--- config.mk ---
export PLATFORM = sky130hd
export DESIGN_NAME = im_program_loader_flat
export DESIGN_NICKNAME = d
export VERILOG_FILES = /design/src/rtl/im_program_loader_if.sv /design/src/rtl/im_program_loader.sv /design/src/flat_wrapper.sv
export SDC_FILE = /design/constraint.sdc
export NUM_CORES = 1
export LEC_CHECK = 0
export BUFFER_PORTS_ARGS = -buffer_cell sky130_fd_sc_hd__clkbuf_2
export CAP_MARGIN = 5
export CELL_PAD_IN_SITES_DETAIL_PLACEMENT = 0
export CELL_PAD_IN_SITES_GLOBAL_PLACEMENT = 2
export CORE_UTILIZATION = 32
export DETAILED_ROUTE_END_ITERATION = 10
export MAX_ROUTING_LAYER = met4
export PLACE_DENSITY_LB_ADDON = 0.15
export RECOVER_POWER = 100
export SYNTH_ARGS = -nofsm -noshare
export SYNTH_HDL_FRONTEND = slang
export SYNTH_SLANG_ARGS = --single-unit
--- constraint.sdc ---
create_clock -name clock -period 3.2 [get_ports clock]
set_clock_uncertainty 0.05 [all_clocks]
set_input_delay 0.32 -clock clock [delete_from_list [all_inputs] [get_ports clock]]
set_output_delay 0.32 -clock clock [all_outputs]
set_load 0.02 [all_outputs]
--- src/rtl/im_program_loader_if.sv ---
// Byte-source and instruction-memory write bus for the program loader.
// master = byte source / memory side, slave = loader.
interface im_program_loader_if #(
  parameter int DATA_WIDTH = 32
);
  logic [7:0]            rx_data;
  logic                  rx_valid;
  logic                  rx_ready;
  logic [DATA_WIDTH-1:0] write_addr;
  logic [DATA_WIDTH-1:0] write_data;
  logic                  write;

  modport master (
    output rx_data, rx_valid,
    input  rx_ready, write_addr, write_data, write
  );

  modport slave (
    input  rx_data, rx_valid,
    output rx_ready, write_addr, write_data, write
  );
endinterface

--- src/rtl/im_program_loader.sv ---
// Framed byte-stream boot loader: SYNC, BASE, LEN, payload words, CSUM.
// Writes big-endian words into instruction memory and publishes the base on a good checksum.
module im_program_loader #(
  parameter int         DATA_WIDTH     = 32,
  parameter int         ADDR_WIDTH     = 14,
  parameter int         TIMEOUT_CYCLES = 100000,
  parameter logic [7:0] SYNC_BYTE      = 8'hA5
) (
  input  logic                  clock,
  input  logic                  reset,
  im_program_loader_if.slave    rx_wr,
  output logic [DATA_WIDTH-1:0] IM_offset,
  output logic                  FLAG_IMoffset,
  output logic                  hold_cpu,
  output logic                  done,
  output logic                  error
);

  localparam logic [2:0] S_IDLE = 3'd0;
  localparam logic [2:0] S_BASE = 3'd1;
  localparam logic [2:0] S_LEN  = 3'd2;
  localparam logic [2:0] S_DATA = 3'd3;
  localparam logic [2:0] S_WR   = 3'd4;
  localparam logic [2:0] S_CSUM = 3'd5;

  logic [2:0]  state;
  logic [31:0] base_q;
  logic [31:0] len_q;
  logic [23:0] word_q;
  logic [31:0] word_idx;
  logic [31:0] tcount;
  logic [7:0]  csum;
  logic [1:0]  byte_cnt;

  logic        accept;
  logic [31:0] len_next;
  logic [31:0] word_next;
  logic [34:0] span;
  logic        too_big;
  logic        counting;
  logic        timed_out;

  assign rx_wr.rx_ready = (state != S_WR);
  assign hold_cpu       = (state != S_IDLE);
  assign accept         = rx_wr.rx_valid & rx_wr.rx_ready;
  assign len_next       = {len_q[23:0], rx_wr.rx_data};
  assign word_next      = {word_q, rx_wr.rx_data};
  // 35-bit sum so a huge base/len cannot wrap past the range check
  assign span           = 35'(base_q) + 35'(len_next);
  assign too_big        = span > (35'd1 << ADDR_WIDTH);
  assign counting       = (state == S_BASE) || (state == S_LEN) ||
                          (state == S_DATA) || (state == S_CSUM);
  assign timed_out      = counting && !accept && (tcount == 32'(TIMEOUT_CYCLES - 1));

  always_ff @(posedge clock) begin
    if (!reset) begin
      state            <= S_IDLE;
      base_q           <= '0;
      len_q            <= '0;
      word_q           <= '0;
      word_idx         <= '0;
      tcount           <= '0;
      csum             <= '0;
      byte_cnt         <= '0;
      rx_wr.write      <= 1'b0;
      rx_wr.write_addr <= '0;
      rx_wr.write_data <= '0;
      IM_offset        <= '0;
      FLAG_IMoffset    <= 1'b0;
      done             <= 1'b0;
      error            <= 1'b0;
    end else begin
      rx_wr.write   <= 1'b0;
      FLAG_IMoffset <= 1'b0;

      if (accept || !counting) tcount <= '0;
      else                     tcount <= tcount + 32'd1;

      if (timed_out) begin
        state <= S_IDLE;
        error <= 1'b1;
      end else begin
        case (state)
          S_IDLE: if (accept && rx_wr.rx_data == SYNC_BYTE) begin
            state    <= S_BASE;
            done     <= 1'b0;
            error    <= 1'b0;
            csum     <= '0;
            byte_cnt <= '0;
            word_idx <= '0;
          end
          S_BASE: if (accept) begin
            base_q   <= {base_q[23:0], rx_wr.rx_data};
            byte_cnt <= byte_cnt + 2'd1;
            if (byte_cnt == 2'd3) state <= S_LEN;
          end
          S_LEN: if (accept) begin
            len_q    <= len_next;
            byte_cnt <= byte_cnt + 2'd1;
            if (byte_cnt == 2'd3) begin
              if (too_big) begin
                state <= S_IDLE;
                error <= 1'b1;
              end else if (len_next == '0) begin
                state <= S_CSUM;
              end else begin
                state <= S_DATA;
              end
            end
          end
          S_DATA: if (accept) begin
            word_q   <= word_next[23:0];
            csum     <= csum + rx_wr.rx_data;
            byte_cnt <= byte_cnt + 2'd1;
            if (byte_cnt == 2'd3) begin
              state            <= S_WR;
              rx_wr.write      <= 1'b1;
              rx_wr.write_addr <= base_q + word_idx;
              rx_wr.write_data <= word_next;
            end
          end
          S_WR: begin
            word_idx <= word_idx + 32'd1;
            state    <= (word_idx + 32'd1 == len_q) ? S_CSUM : S_DATA;
          end
          S_CSUM: if (accept) begin
            state <= S_IDLE;
            if (rx_wr.rx_data == csum) begin
              IM_offset     <= base_q;
              FLAG_IMoffset <= 1'b1;
              done          <= 1'b1;
            end else begin
              error <= 1'b1;
            end
          end
          default: state <= S_IDLE;
        endcase
      end
    end
  end

endmodule

--- src/flat_wrapper.sv ---
// flat-port wrapper written by rule: the top's interface ports become plain ports
module im_program_loader_flat 
#(
  parameter int         DATA_WIDTH     = 32,
  parameter int         ADDR_WIDTH     = 14,
  parameter int         TIMEOUT_CYCLES = 100000,
  parameter logic [7:0] SYNC_BYTE      = 8'hA5
)
  (clock, reset, IM_offset, FLAG_IMoffset, hold_cpu, done, error, rx_wr_rx_data, rx_wr_rx_valid, rx_wr_rx_ready, rx_wr_write_addr, rx_wr_write_data, rx_wr_write);
  im_program_loader_if #(.DATA_WIDTH(DATA_WIDTH)) rx_wr_i ();
  input  logic clock;
  input  logic reset;
  output logic [DATA_WIDTH-1:0] IM_offset;
  output logic FLAG_IMoffset;
  output logic hold_cpu;
  output logic done;
  output logic error;
  input wire logic [$bits(rx_wr_i.rx_data)-1:0] rx_wr_rx_data;
  input wire logic [$bits(rx_wr_i.rx_valid)-1:0] rx_wr_rx_valid;
  output wire logic [$bits(rx_wr_i.rx_ready)-1:0] rx_wr_rx_ready;
  output wire logic [$bits(rx_wr_i.write_addr)-1:0] rx_wr_write_addr;
  output wire logic [$bits(rx_wr_i.write_data)-1:0] rx_wr_write_data;
  output wire logic [$bits(rx_wr_i.write)-1:0] rx_wr_write;
  assign rx_wr_i.rx_data = rx_wr_rx_data;
  assign rx_wr_i.rx_valid = rx_wr_rx_valid;
  assign rx_wr_rx_ready = rx_wr_i.rx_ready;
  assign rx_wr_write_addr = rx_wr_i.write_addr;
  assign rx_wr_write_data = rx_wr_i.write_data;
  assign rx_wr_write = rx_wr_i.write;
  im_program_loader #(.DATA_WIDTH(DATA_WIDTH), .ADDR_WIDTH(ADDR_WIDTH), .TIMEOUT_CYCLES(TIMEOUT_CYCLES), .SYNC_BYTE(SYNC_BYTE)) u_core (.clock(clock), .reset(reset), .rx_wr(rx_wr_i), .IM_offset(IM_offset), .FLAG_IMoffset(FLAG_IMoffset), .hold_cpu(hold_cpu), .done(done), .error(error));
endmodule
Word-level counts from Yosys, hierarchy flattened:

Cells that the tools add are included.

* $add $sub $neg: 6
* $lt $le $gt $ge: 1
* equal/unequal tests: 27
* muxes and demuxes: 33
* bitwise logic cells: 6
* reductions and logical operators: 33

Operators by type and width (count)
* $add 32x1->32 const B: 2
* $pmux 32 s2: 1
* $gt 35x15->1 const B: 1
* $add 32x32->33: 1
* $mux 3: 11
* $add 32x32->32: 1
* $eq 32x17->1 const B: 1
* $eq 32x32->1: 1
* $logic_not 32->1: 1
* $mux 32: 1
* $pmux 3 s6: 1
* $mux 8: 2
* $pmux 8 s2: 1
* $reduce_and 4->1: 4
* $ne 2x1->1 const B: 6
* $ne 3x1->1 const B: 4
* $reduce_and 3->1: 4
* $mux 1: 11
* $add 8x8->8: 1
* $eq 8x8->1: 1
* $eq 8x8->1 const B: 1
* $ne 2x2->1 const B: 4
* $reduce_and 8->1: 1
* $reduce_bool 2->1: 4
* 24 further kinds: 40

* bits in registers: 265
* bits of input ports: 11
* output and inout bits: 102
* word-level logic and storage cells: 121

Depth between registers and ports, before layout:

Gate-level depths: netlist of run 1.

* depth in word-level cells: 8
* mapped depth: 13
* depth with buffers taken out: 13

Worst setup path before layout of run 1:

Ideal clock, no wire load.

* path type: register to register
* start: reg u_core.base_q[0]
* end: reg u_core.state[0]
* library setup time: 59 ps
* data arrival time: 3122 ps
* data required time: 3091 ps
* path slack: -31 ps
* stages on the path, launching flop included: 13
* buffers on the path: 0
* period minus slack after synthesis: 3231 ps
* cells stage by stage: dfxtp_1 > ha_1 > fa_1 > a211oi_1 > o211ai_1 > nand3_1 > o211ai_1 > a2111oi_0 > nor3_1 > a2111oi_2 > nand4_1 > or4_1 > nand2_1

* word-level cells in the longest chain between the ends: 6

RTL lines
* start, declared: RTL line im_program_loader.sv:27 `logic [31:0] base_q;`
* start signal, assigned: RTL line im_program_loader.sv:93 `base_q <= {base_q[23:0], rx_wr.rx_data};`
* $add 32x32->33: RTL line im_program_loader.sv:49 `assign span = 35'(base_q) + 35'(len_next);`
* $gt 35x15->1: RTL line im_program_loader.sv:50 `assign too_big = span > (35'd1 << ADDR_WIDTH);`
* $mux 3: RTL line im_program_loader.sv:101 `if (too_big) begin`
* $mux 3: RTL line im_program_loader.sv:100 `if (byte_cnt == 2'd3) begin`
* $mux 3: RTL line im_program_loader.sv:97 `S_LEN: if (accept) begin`
* $pmux 3 s6: RTL line im_program_loader.sv:83 `case (state)`
* end signal, assigned: RTL line im_program_loader.sv:124 `state <= (word_idx + 32'd1 == len_q) ? S_CSUM : S_DATA;`
* end, declared: RTL line im_program_loader.sv:26 `logic [2:0] state;`

No other way between the ends. The select of a mux whose other input is x is not followed.
A chain may end at the register's enable or synchronous reset.

Worst setup path in the final report of run 1:

* start: reg u_core.base_q[7]
* end: reg u_core.state[0]

Same word-level chain as after synthesis.

==> results of run 1 <==
## layout by cell type, fill, tap and decap left out, types with 18 or more instances in the layout
cell | Yosys | final
a31oi_1 | 23 | 22
nor3_1 | 29 | 26
and3_1 | 19 | 18
xnor2_1 | 58 | 58
nor4_1 | 31 | 26
nand4_1 | 26 | 26
ha_1 | 73 | 57
nor2_1 | 143 | 141
a21o_1 | 30 | 30
o21ai_0 | 84 | 74
a21oi_1 | 287 | 283
clkbuf_16 | 0 | 35
inv_1 | 36 | 35
xor2_1 | 54 | 54
dfxtp_1 | 265 | 261
nand3_1 | 56 | 52
clkbuf_1 | 100 | 115
nand2_1 | 446 | 445
or3_1 | 18 | 18
buf_4 | 2 | 283
## what timing repair did
item	in CTS	in global routing
hold buffers	0	0
setup endpoints to repair	8	16
buffers inserted	2	4
gates resized for setup	46	44
pin swaps	15	14
## synth_stat cells (all sizes together) (8+ instances only)
library cell and n:
a2111oi 8, a211oi 21, a21o 31, a21oi 287, a22oi 10, a31oi 23, and2 9, and3 19
and4 8, buf 15, clkbuf 102, dfxtp 265, ha 73, inv 37, mux2i 11, nand2 447
nand2b 12, nand3 56, nand4 27, nor2 143, nor2b 17, nor3 29, nor4 34, o211ai 8
o21a 9, o21ai 85, o31ai 8, or2 11, or3 20, xnor2 58, xor2 54
## sequential cells by signal, indices dropped and copies added, names as in the netlist, 3 cells and up
signal / flops
u_core.state: 3
u_core.tcount: 32
u_core.rx_wr.write_addr: 32
u_core.rx_wr.write_data: 32
u_core.word_q: 24
u_core.csum: 8
u_core.IM_offset: 32
u_core.word_idx: 32
u_core.base_q: 32
u_core.len_q: 32
## per-layer routing
layer  GRT usage [%]  vias up  part of all wire, %
met4            7.82        0                  2.8
met5               -        -                    0
li1                -     7761                    -
met1            30.3     7369                   45
met3            3.84       90                  4.7
met2            40.0      331                   47
## through the flow
stage          setup slack, ps  cell area, um^2  utilization [%]  std cells  TNS, ps
2_1_floorplan             5.85            15100                -       2018        0
5_1_grt                   -221            19600             42.1       2985    -3180
4_1_cts                  -77.6            19600             42.1       2979    -78.4
3_5_place_dp              -470            18200             39.1       2915    -2470
3_3_place_gp              -441            18200             39.1       2915    -2840
6_report                 -35.6            19600             42.1       2985    -53.8
## critical path, delay by kind of cell, from the launching register on
| kind | cells | cell delay, ps |
|---|---|---|
| and+or+nand+nor | 6 | 1590 |
| AOI/OAI and AO/OA | 4 | 890 |
| DFF | 1 | 330 |
| adders and majority gates | 1 | 320 |
## path summary, 6_finish.rpt
kind,startpoint,to,slack (ps),cells past startpoint
max reg2reg,u_core.base_q[7],u_core.state[0],-40,11
min,rx_wr_rx_valid,u_core.tcount[1],180,3
min reg2reg,u_core.rx_wr.write_addr[25],u_core.rx_wr.write_addr[25],400,2
max,u_core.base_q[7],u_core.state[0],-40,11
## area by class of cell
class	count	area share, %
multi-input combinational	1599	48.9
inverter	37	0.734
timing repair buffer	413	13.6
clock buffer	48	5.12
tap	607	3.87
sequential	265	27.1
antenna	2	0.0255
clock inverter	14	0.625
## report_power, final
part           switching (mW)  total (mW)  leakage (nW)  internal, mW
clock                    1.58        3.87         0.559          2.29
sequential             0.0228        3.34          2.14          3.32
combinational           0.455       0.680          4.85         0.224
total                    2.06        7.89          7.54          5.84
## cells by family (layout without fill, tap and decap cells)
family                   Yosys count  after routing
AO/OA/AOI/OAI                    542            542
XOR/XNOR                         112            112
other                              0              2
buffers and inverters            154            512
flip-flops                       265            265
multiplexers                      12             12
AND/OR/NAND/NOR                  857            857
adder cells (fa/ha/maj)           76             76
==> summary.md, run 1 <==
| Metric | Value |
|---|---|
| Final setup margin | `-35.6 ps` |
| Max VDD drop | `387 uV` |
| Complex-gate fraction of the synthesized area | `21.1%` |
| CTS tree | `done` |
| # fillers | `4899` |
| First-pass GRT wire length | `87000 um` |
| Post-synthesis register bit count | `265` |
| Total track usage | `24.3%` |
| Worst Hold Slack | `181 ps` |
| Top Ports | `113` |
| Cell area after synthesis | `0.0151 mm^2` |
| Initial antenna violation count | `2` |
| CTS Sinks | `265` |
| Layout Nets | `2437` |
| Vias in the first global route | `15100` |
| Mux contribution to synthesized area | `0.805%` |
| I/O Buffers | `112` |
| Sequential cell area | `0.00531 mm^2` |
| CP max FO | `5` |
| Crit-path slowest cell | `or4b_4` |
| Yosys top cell by area | `dfxtp_1` |
| Width of the chip | `219 um` |
| Synth top area cells | `dfxtp_1 35%, nand2_1 11%, a21oi_1 9.5%` |
| Xor and xnor area share after synthesis | `6.50%` |
| Final hold vios | `0` |
| Syn_nets | `2105` |
| Power, Total | `7.89 mW` |
| Worst Tran Pin Value | `1410 ps` |
| # DRC | `0` |
| First-pass iteration count of the detailed router | `6` |
| Failing checks | `negative setup slack` |
| CTS Buf Count | `34` |
| Max-slew violation count | `0` |
| GP Congestion | `0.895` |
| Worst Hold Class | `in2reg` |
| Post-Synthesis Cells | `2018` |
| Final worst path period share | `101%` |
| Max-Cap Viols | `0` |
| Share of the synthesized area in the top cell type | `35.2%` |
| Startpoint Class | `register` |
| Post-DP HPWL | `43300 um` |
| Top FF cell, synth | `dfxtp_1` |
| Status | `complete, but fails checks` |
| Clock root cell | `clkbuf_16` |
| Die Ht | `219 um` |
| Initial DRC count | `982` |
| Final ANT Viol Nets | `0` |
| Largest net degree at the start of global routing | `112` |
| Area Growth Syn to Fin | `30.0%` |
| Die area | `0.0480 mm^2` |
| Req. time, crit path | `3630 ps` |
| Synth Area in Simple Gates | `25.7%` |
| Post-synth ARST share | `0%` |
| Clk slew on worst S/H paths | `60 ps` |
| EDFF count, synth | `0` |
| Footprint of the multi-input gates | `0.00959 mm^2` |
| Crit Path Category | `reg2reg` |
| # H-tree levels | `2` |
| Detailed Route WL | `57000 um` |
| Netlist cell types | `75` |
| Drt wl/cell | `19.1 um` |
| GRT overflow | `0` |
| Critical path's largest stage delay | `490 ps` |
| Critical Path End Type | `register` |
| Share of cells above drive strength 1 | `19.1%` |
| Sequential share of the synthesized area | `35.2%` |
| Crit path cell chain | `ha_4 > nand2_4 > nor4_4 > o211ai_2 > o21a_1 > o21ai_2 > or4b_4 > a2111oi_4 > nand4_1 > or4_1 > nand2_1` |
| Leak Pwr | `7.54 nW` |
| Power per cell area | `402 mW/mm^2` |
| Critical path arrival | `3670 ps` |
| Total number of yosys warnings | `0` |
| Clock Path Buffers | `3` |
| Initial Utilization | `32.4%` |
| Row cnt | `79` |
| Syn Area/Cell | `7.47 um^2` |
| Post-Synth Adder-Cell Area | `6.45%` |
| CORE AREA | `0.0466 mm^2` |
| Fmax | `309 MHz` |
| Relative slew slack | `6.08%` |
| Main combinational cell family by area after synthesis | `simple AND/OR/NAND/NOR gates` |
| Final setup viols | `2` |
| Vias | `15600` |
| Vias/cell | `5.21` |
| Final min period | `3240 ps` |
| Worst skew pair latency | `550 ps` |
| RSZ-0062 raised after global routing | `true` |
Power figures use the tool's default switching activity.
==> run 2: changes to the inputs <==
--- a/config.mk
+++ b/config.mk
@@ -11,3 +11,3 @@
 export CELL_PAD_IN_SITES_GLOBAL_PLACEMENT = 2
-export CORE_UTILIZATION = 32
+export CORE_UTILIZATION = 30
 export DETAILED_ROUTE_END_ITERATION = 10
==> constraint.sdc (replaced) <==
create_clock -name clock -period 3.2 [get_ports clock]
set_clock_uncertainty 0.05 [all_clocks]
set_input_delay 0.64 -clock clock [delete_from_list [all_inputs] [get_ports clock]]
set_output_delay 0.64 -clock clock [all_outputs]
set_load 0.01 [all_outputs]
==> summary.md, run 2 (same netlist as run 1, synthesis figures left out) <==
| Metric | Value |
|---|---|
| Status | `complete, but fails checks` |
| Failing checks | `max-capacitance violations, max-slew violations, negative setup slack` |
| Final ANT Viol Nets | `0 (unchanged)` |
| GRT overflow | `0 (unchanged)` |
| Area Growth Syn to Fin | `32.0%` |
| GP Congestion | `0.912 (+2.0%)` |
| Vias | `15700 (+0.87%)` |
| Max-slew violation count | `33 (+33)` |
| Final instance area | `0.0199 mm^2 (+1.5%)` |
| Largest net degree at the start of global routing | `163 (+46%)` |
| CTS Buf Count | `31 (-8.8%)` |
| Combinational Power Share | `8.8% (+0.2 points)` |
| Die area | `0.0512 mm^2 (+6.6%)` |
| Worst Hold Slack | `399 ps (+218 ps)` |
| Worst Tran Pin Value | `1520 ps (+110 ps)` |
| # DRC | `0 (unchanged)` |
| Final setup margin | `-87.2 ps (-51.5 ps)` |
| Dpl cells | `2975 (+2.1%)` |
| Initial Utilization | `30.6% (-1.8 points)` |
| RSZ-0062 raised after global routing | `true` |
| Final setup viols | `2 (unchanged)` |
| Max-Cap Viols | `1 (+1)` |
| CTS tree | `done` |
| Initial DRC count | `939 (-4.4%)` |
| Layout Cells excl Fill | `3052 (+2.2%)` |
| Final min period | `3290 ps (+51.5 ps)` |
| Die Ht | `226 um (+3.2%)` |
| Power per cell area | `392 mW/mm^2 (-2.5%)` |
| Req. time, crit path | `3670 ps (+40 ps)` |
| Met2 GRT Util | `37.9% (-2.1 points)` |
| Row cnt | `81 (+2.5%)` |
| Util after Layout | `40.4% (-1.7 points)` |
| Clock Path Buffers | `3 (unchanged)` |
| Startpoint Class | `register` |
| Critical Path End Type | `register` |
| Hold buffers post-CTS | `0 (unchanged)` |
| Area post-placement | `0.0183 mm^2 (+0.83%)` |
| Top Ports | `113 (unchanged)` |
| GRT met3 Usage | `2.72% (-1.1 points)` |
| CP max FO | `2 (-3)` |
| First-pass GRT wire length | `89700 um (+3.1%)` |
| Max VDD drop | `314 uV (-19%)` |
| Most used routing layer in global routing | `met2` |
| Sequential cell area | `0.00534 mm^2 (+0.54%)` |
| Power, Total | `7.80 mW (-1.1%)` |
| Final worst path period share | `103% (+1.6 points)` |
| Share of cells above drive strength 1 | `20.8% (+1.6 points)` |
| Worst Hold Class | `reg2reg` |
| Clock root cell | `clkbuf_16` |
| Vias/cell | `5.14 (-1.3%)` |
| Diode count | `0 (-2)` |
| First-pass iteration count of the detailed router | `7 (+1)` |
| Clk slew on worst S/H paths | `60 ps (about the same)` |
| Fmax | `304 MHz (-1.6%)` |
| Flop pwr share | `42.8% (+0.4 points)` |
| CTS Sinks | `265 (unchanged)` |
| Most frequent cells in the layout | `445 x nand2_1, 295 x buf_4, 285 x a21oi_1, 242 x dfxtp_1, 141 x nor2_1` |
| Met1 Resource Use GR | `31.2% (+0.96 points)` |
| Drt wl/cell | `19.5 um (+2.2%)` |
| # fillers | `5287 (+7.9%)` |
| # H-tree levels | `1 (-1)` |
| Width of the chip | `226 um (+3.2%)` |
| Crit Path Category | `reg2reg` |
| I/O Buffers | `112 (unchanged)` |
| Critical path arrival | `3760 ps (+90 ps)` |
| Detailed Route WL | `59600 um (+4.5%)` |
| P_sw | `1.97 mW (-4.2%)` |
| Vias in the first global route | `15000 (-0.48%)` |
| Int Power | `5.83 mW (about the same)` |
| Leak Pwr | `7.70 nW (+2.1%)` |
| Final hold vios | `0 (unchanged)` |
| Post-DP HPWL | `45900 um (+6.0%)` |
| Commonest non-fill, non-tap cell in the layout | `nand2_1` |
| Layout Nets | `2451 (+0.57%)` |
| Footprint of the multi-input gates | `0.00967 mm^2 (+0.78%)` |
| CORE AREA | `0.0493 mm^2 (+5.8%)` |
| Sw Ratio | `25.2% (-0.80 points)` |
| Total track usage | `23.6% (-0.66 points)` |
| Relative slew slack | `-1.29% (-7.4 points)` |
| Initial antenna violation count | `0 (-2)` |
| Power share of the clock group | `48.3% (-0.7 points)` |
| Worst skew pair latency | `580 ps (+30 ps)` |
[run 2: cell types whose count changed in the layout (fill, tap and decap cells not counted), sizes merged]
cell and change:
clkbuf -8, buf +17, clkinv +1, bufinv +4
diode -2, inv -2
[run 2: timing repair]
action	CTS	global route
gates cloned	0	0
resized for setup	55	64
endpoints found under the setup margin	6	15
pin swaps	20	30
buffers inserted	12	9
[run 2: path summary, 6_finish.rpt]
kind                                                   from                     endpoint  slack, ps  cells past startpoint
worst max-delay path                      u_core.base_q[15]              u_core.state[0]        -90                     12
worst min-delay path            u_core.rx_wr.write_addr[19]  u_core.rx_wr.write_addr[19]        400                      2
worst max register to register            u_core.base_q[15]              u_core.state[0]        -90                     12
worst min register to register  u_core.rx_wr.write_addr[19]  u_core.rx_wr.write_addr[19]        400                      2
[run 2: metrics by stage]
step / TNS, ps / setup slack [ps]
after CTS: -87.0 / -87.0
after global placement: -2350 / -700
after detailed placement: -2700 / -750
after global routing: -3290 / -222
final: -93.0 / -87.2
after floorplan: -213 / -212
[run 2: layout make-up]
| type | instances | area share (%) |
|---|---|---|
| multi-input combinational | 1599 | 48.6 |
| tap | 664 | 4.17 |
| sequential | 265 | 26.8 |
| timing repair buffer | 430 | 14.3 |
| clock buffer | 40 | 4.32 |
| clock inverter | 17 | 1.10 |
| inverter | 37 | 0.723 |
[run 2: worst max-delay path: stages, from the launching register on]
cell and delay [ps]:
dfxtp_1 380, ha_1 260, a21o_1 200, a21o_1 210, a2111oi_2 360, buf_4 170
a21boi_0 240, nand3_1 120, a221o_1 370, a2111oi_4 220, nand4_1 180, or4_1 420
nand2_1 60
[run 2: power groups by stage]
stage / Clock [mW] / Sequential, mW / Combinational (mW)
floorplan: 0 / 3.41 / 0.363
global placement: 0 / 3.42 / 0.678
detailed placement: 0 / 3.42 / 0.678
CTS: 3.87 / 3.35 / 0.706
global route: 4.00 / 3.34 / 0.740
finish: 3.77 / 3.34 / 0.688
[run 2: routing by layer]
| layer | part of all wire (%) | routed length (um) | vias up |
|---|---|---|---|
| met5 | 0 | 0 | - |
| met1 | 47 | 28000 | 7510 |
| met4 | 2.9 | 1700 | 0 |
| met3 | 3.8 | 2290 | 86 |
| met2 | 46 | 27600 | 314 |
| li1 | - | - | 7776 |
==> run 3: changes to the inputs <==
- CORE_UTILIZATION: 30 -> 32
==> summary.md, run 3 (same netlist as run 1, synthesis figures left out) <==
| Metric | Value |
|---|---|
| Clock Path Buffers | `3 (unchanged)` |
| Power per cell area | `402 mW/mm^2 (+2.4%)` |
| Combinational Power Share | `8.6% (-0.2 points)` |
| Area Growth Syn to Fin | `29.3%` |
| Total track usage | `25.3% (+1.7 points)` |
| Leak Pwr | `7.49 nW (-2.7%)` |
| Most frequent cells in the layout | `446 x nand2_1, 282 x a21oi_1, 271 x buf_4, 247 x dfxtp_1, 142 x nor2_1` |
| Int Power | `5.83 mW (-0.15%)` |
| Commonest non-fill, non-tap cell in the layout | `nand2_1` |
| P_sw | `2.01 mW (+1.9%)` |
| Layout Nets | `2429 (-0.90%)` |
| Top Ports | `113 (unchanged)` |
| Status | `complete, but fails checks` |
| Relative slew slack | `11.7% (+13 points)` |
| Final setup margin | `-85.1 ps (+2.04 ps)` |
| Share of cells above drive strength 1 | `19.2% (-1.6 points)` |
| GP Congestion | `0.879 (-3.6%)` |
| # fillers | `4874 (-7.8%)` |
| Worst Hold Slack | `400 ps (+1.07 ps)` |
| Width of the chip | `219 um (-3.1%)` |
| First-pass iteration count of the detailed router | `5 (-2)` |
| CP max FO | `4 (+2)` |
| Final worst path period share | `103% (about the same)` |
| Worst skew pair latency | `550 ps (-30 ps)` |
| Detailed Route WL | `59000 um (-1.1%)` |
| Final hold vios | `0 (unchanged)` |
| Startpoint Class | `register` |
| Flop pwr share | `42.7% (about the same)` |
| Vias | `15500 (-0.89%)` |
| Sequential cell area | `0.00534 mm^2 (about the same)` |
| First-pass GRT wire length | `89600 um (-0.10%)` |
| Fmax | `304 MHz (about the same)` |
| Sw Ratio | `25.6% (+0.38 points)` |
| Final min period | `3290 ps (-2.04 ps)` |
| Vias/cell | `5.23 (+1.8%)` |
| Initial DRC count | `864 (-8.0%)` |
| Req. time, crit path | `3630 ps (-40 ps)` |
| Critical Path End Type | `register` |
| # H-tree levels | `2 (+1)` |
| CORE AREA | `0.0466 mm^2 (-5.5%)` |
| GRT overflow | `0 (unchanged)` |
| Failing checks | `negative setup slack` |
| Max VDD drop | `375 uV (+19%)` |
| Clock root cell | `clkbuf_16` |
| Final setup viols | `2 (unchanged)` |
| # DRC | `0 (unchanged)` |
| Layout Cells excl Fill | `2972 (-2.6%)` |
| Post-DP HPWL | `45100 um (-1.6%)` |
| Largest net degree at the start of global routing | `61 (-63%)` |
| Final ANT Viol Nets | `0 (unchanged)` |
| Die area | `0.0480 mm^2 (-6.2%)` |
| Initial antenna violation count | `1 (+1)` |
| Power share of the clock group | `48.7% (+0.4 points)` |
| CTS Buf Count | `34 (+9.7%)` |
| Worst Tran Pin Value | `1320 ps (-195 ps)` |
| CTS Sinks | `265 (unchanged)` |
| Worst Hold Class | `reg2reg` |
| Footprint of the multi-input gates | `0.00958 mm^2 (-0.91%)` |
| Die Ht | `219 um (-3.1%)` |
| Max-Cap Viols | `0 (-1)` |
| Pre-CTS setup slack | `-675 ps (+75.3 ps)` |
| Row cnt | `79 (-2.5%)` |
| Initial Utilization | `32.4% (+1.8 points)` |
| Clk slew on worst S/H paths | `50 ps (about the same)` |
| Dpl cells | `2901 (-2.5%)` |
| Max-slew violation count | `0 (-100%)` |
| Crit Path Category | `reg2reg` |
| RSZ-0062 raised after global routing | `true` |
| Hold buffers post-CTS | `0 (unchanged)` |
| Critical path arrival | `3710 ps (-50 ps)` |
| Drt wl/cell | `19.8 um (+1.6%)` |
| Vias in the first global route | `14900 (-0.96%)` |
| CTS tree | `done` |
| I/O Buffers | `112 (unchanged)` |
[run 3: changes by cell type in the layout (fill, tap and decap cells not counted), sizes merged]
cell	before	now
bufinv	5	2
inv	38	39
diode	0	1
clkinvlp	2	0
clkbuf	166	181
buf	304	274
clkinv	9	4
[run 3: critical path, stage by stage, from the launching register on]
cell	delay, ps
dfxtp_4	370
ha_4	280
a211oi_4	60
nor4_4	380
o211ai_2	150
o21a_1	240
o21ai_2	180
or4b_4	500
a2111oi_4	320
nand4_1	180
or4_1	430
nand2_1	70
[run 3: what timing repair did]
item                       CTS  global route
buffers inserted            10             3
pin swaps                   19            26
gates resized for setup     45            59
hold endpoints to repair     0             0
setup endpoints to repair    7            14
[run 3: path summary, 6_finish.rpt]
kind,start,endpoint,slack [ps],depth (start not counted)
worst max-delay path,u_core.base_q[1],u_core.state[0],-90,11
worst min-delay path,u_core.rx_wr.write_addr[2],u_core.rx_wr.write_addr[2],400,2
worst max register to register,u_core.base_q[1],u_core.state[0],-90,11
worst min register to register,u_core.rx_wr.write_addr[2],u_core.rx_wr.write_addr[2],400,2
[run 3: power groups by stage]
stage | combinational, mW | clock, mW | sequential [mW]
finish | 0.672 | 3.82 | 3.34
floorplan | 0.363 | 0 | 3.41
detailed placement | 0.672 | 0 | 3.41
global placement | 0.671 | 0 | 3.41
global route | 0.728 | 4.05 | 3.34
CTS | 0.690 | 3.91 | 3.34
[run 3: layout make-up]
| type | instances | share of cell area (%) |
|---|---|---|
| multi-input cells | 1599 | 49.1 |
| flip-flops and latches | 265 | 27.4 |
| repair buffers | 405 | 13.3 |
| clock buffers | 50 | 5.03 |
| well taps | 607 | 3.89 |
| inverters | 37 | 0.738 |
| clock inverters | 8 | 0.558 |
| diodes | 1 | 0.0128 |
[run 3: per-layer routing]
layer	wire, um	track usage [%]	vias up
li1	-	-	7747
met1	26900	32.4	7396
met2	27400	40.0	316
met3	2710	4.20	88
met4	1980	9.24	0
met5	0	-	-
[run 3: per-stage QoR]
| stage | util, % | area [um^2] | TNS (ps) | total power [mW] |
|---|---|---|---|---|
| final | 41.9 | 19500 | -107 | 7.83 |
| after CTS | 42.0 | 19500 | -162 | 7.95 |
| after floorplan | - | 15100 | -213 | 3.77 |
| after detailed placement | 39.0 | 18100 | -2520 | 4.09 |
| after global placement | 39.0 | 18100 | -2340 | 4.09 |
| after global routing | 41.9 | 19500 | -2620 | 8.13 |
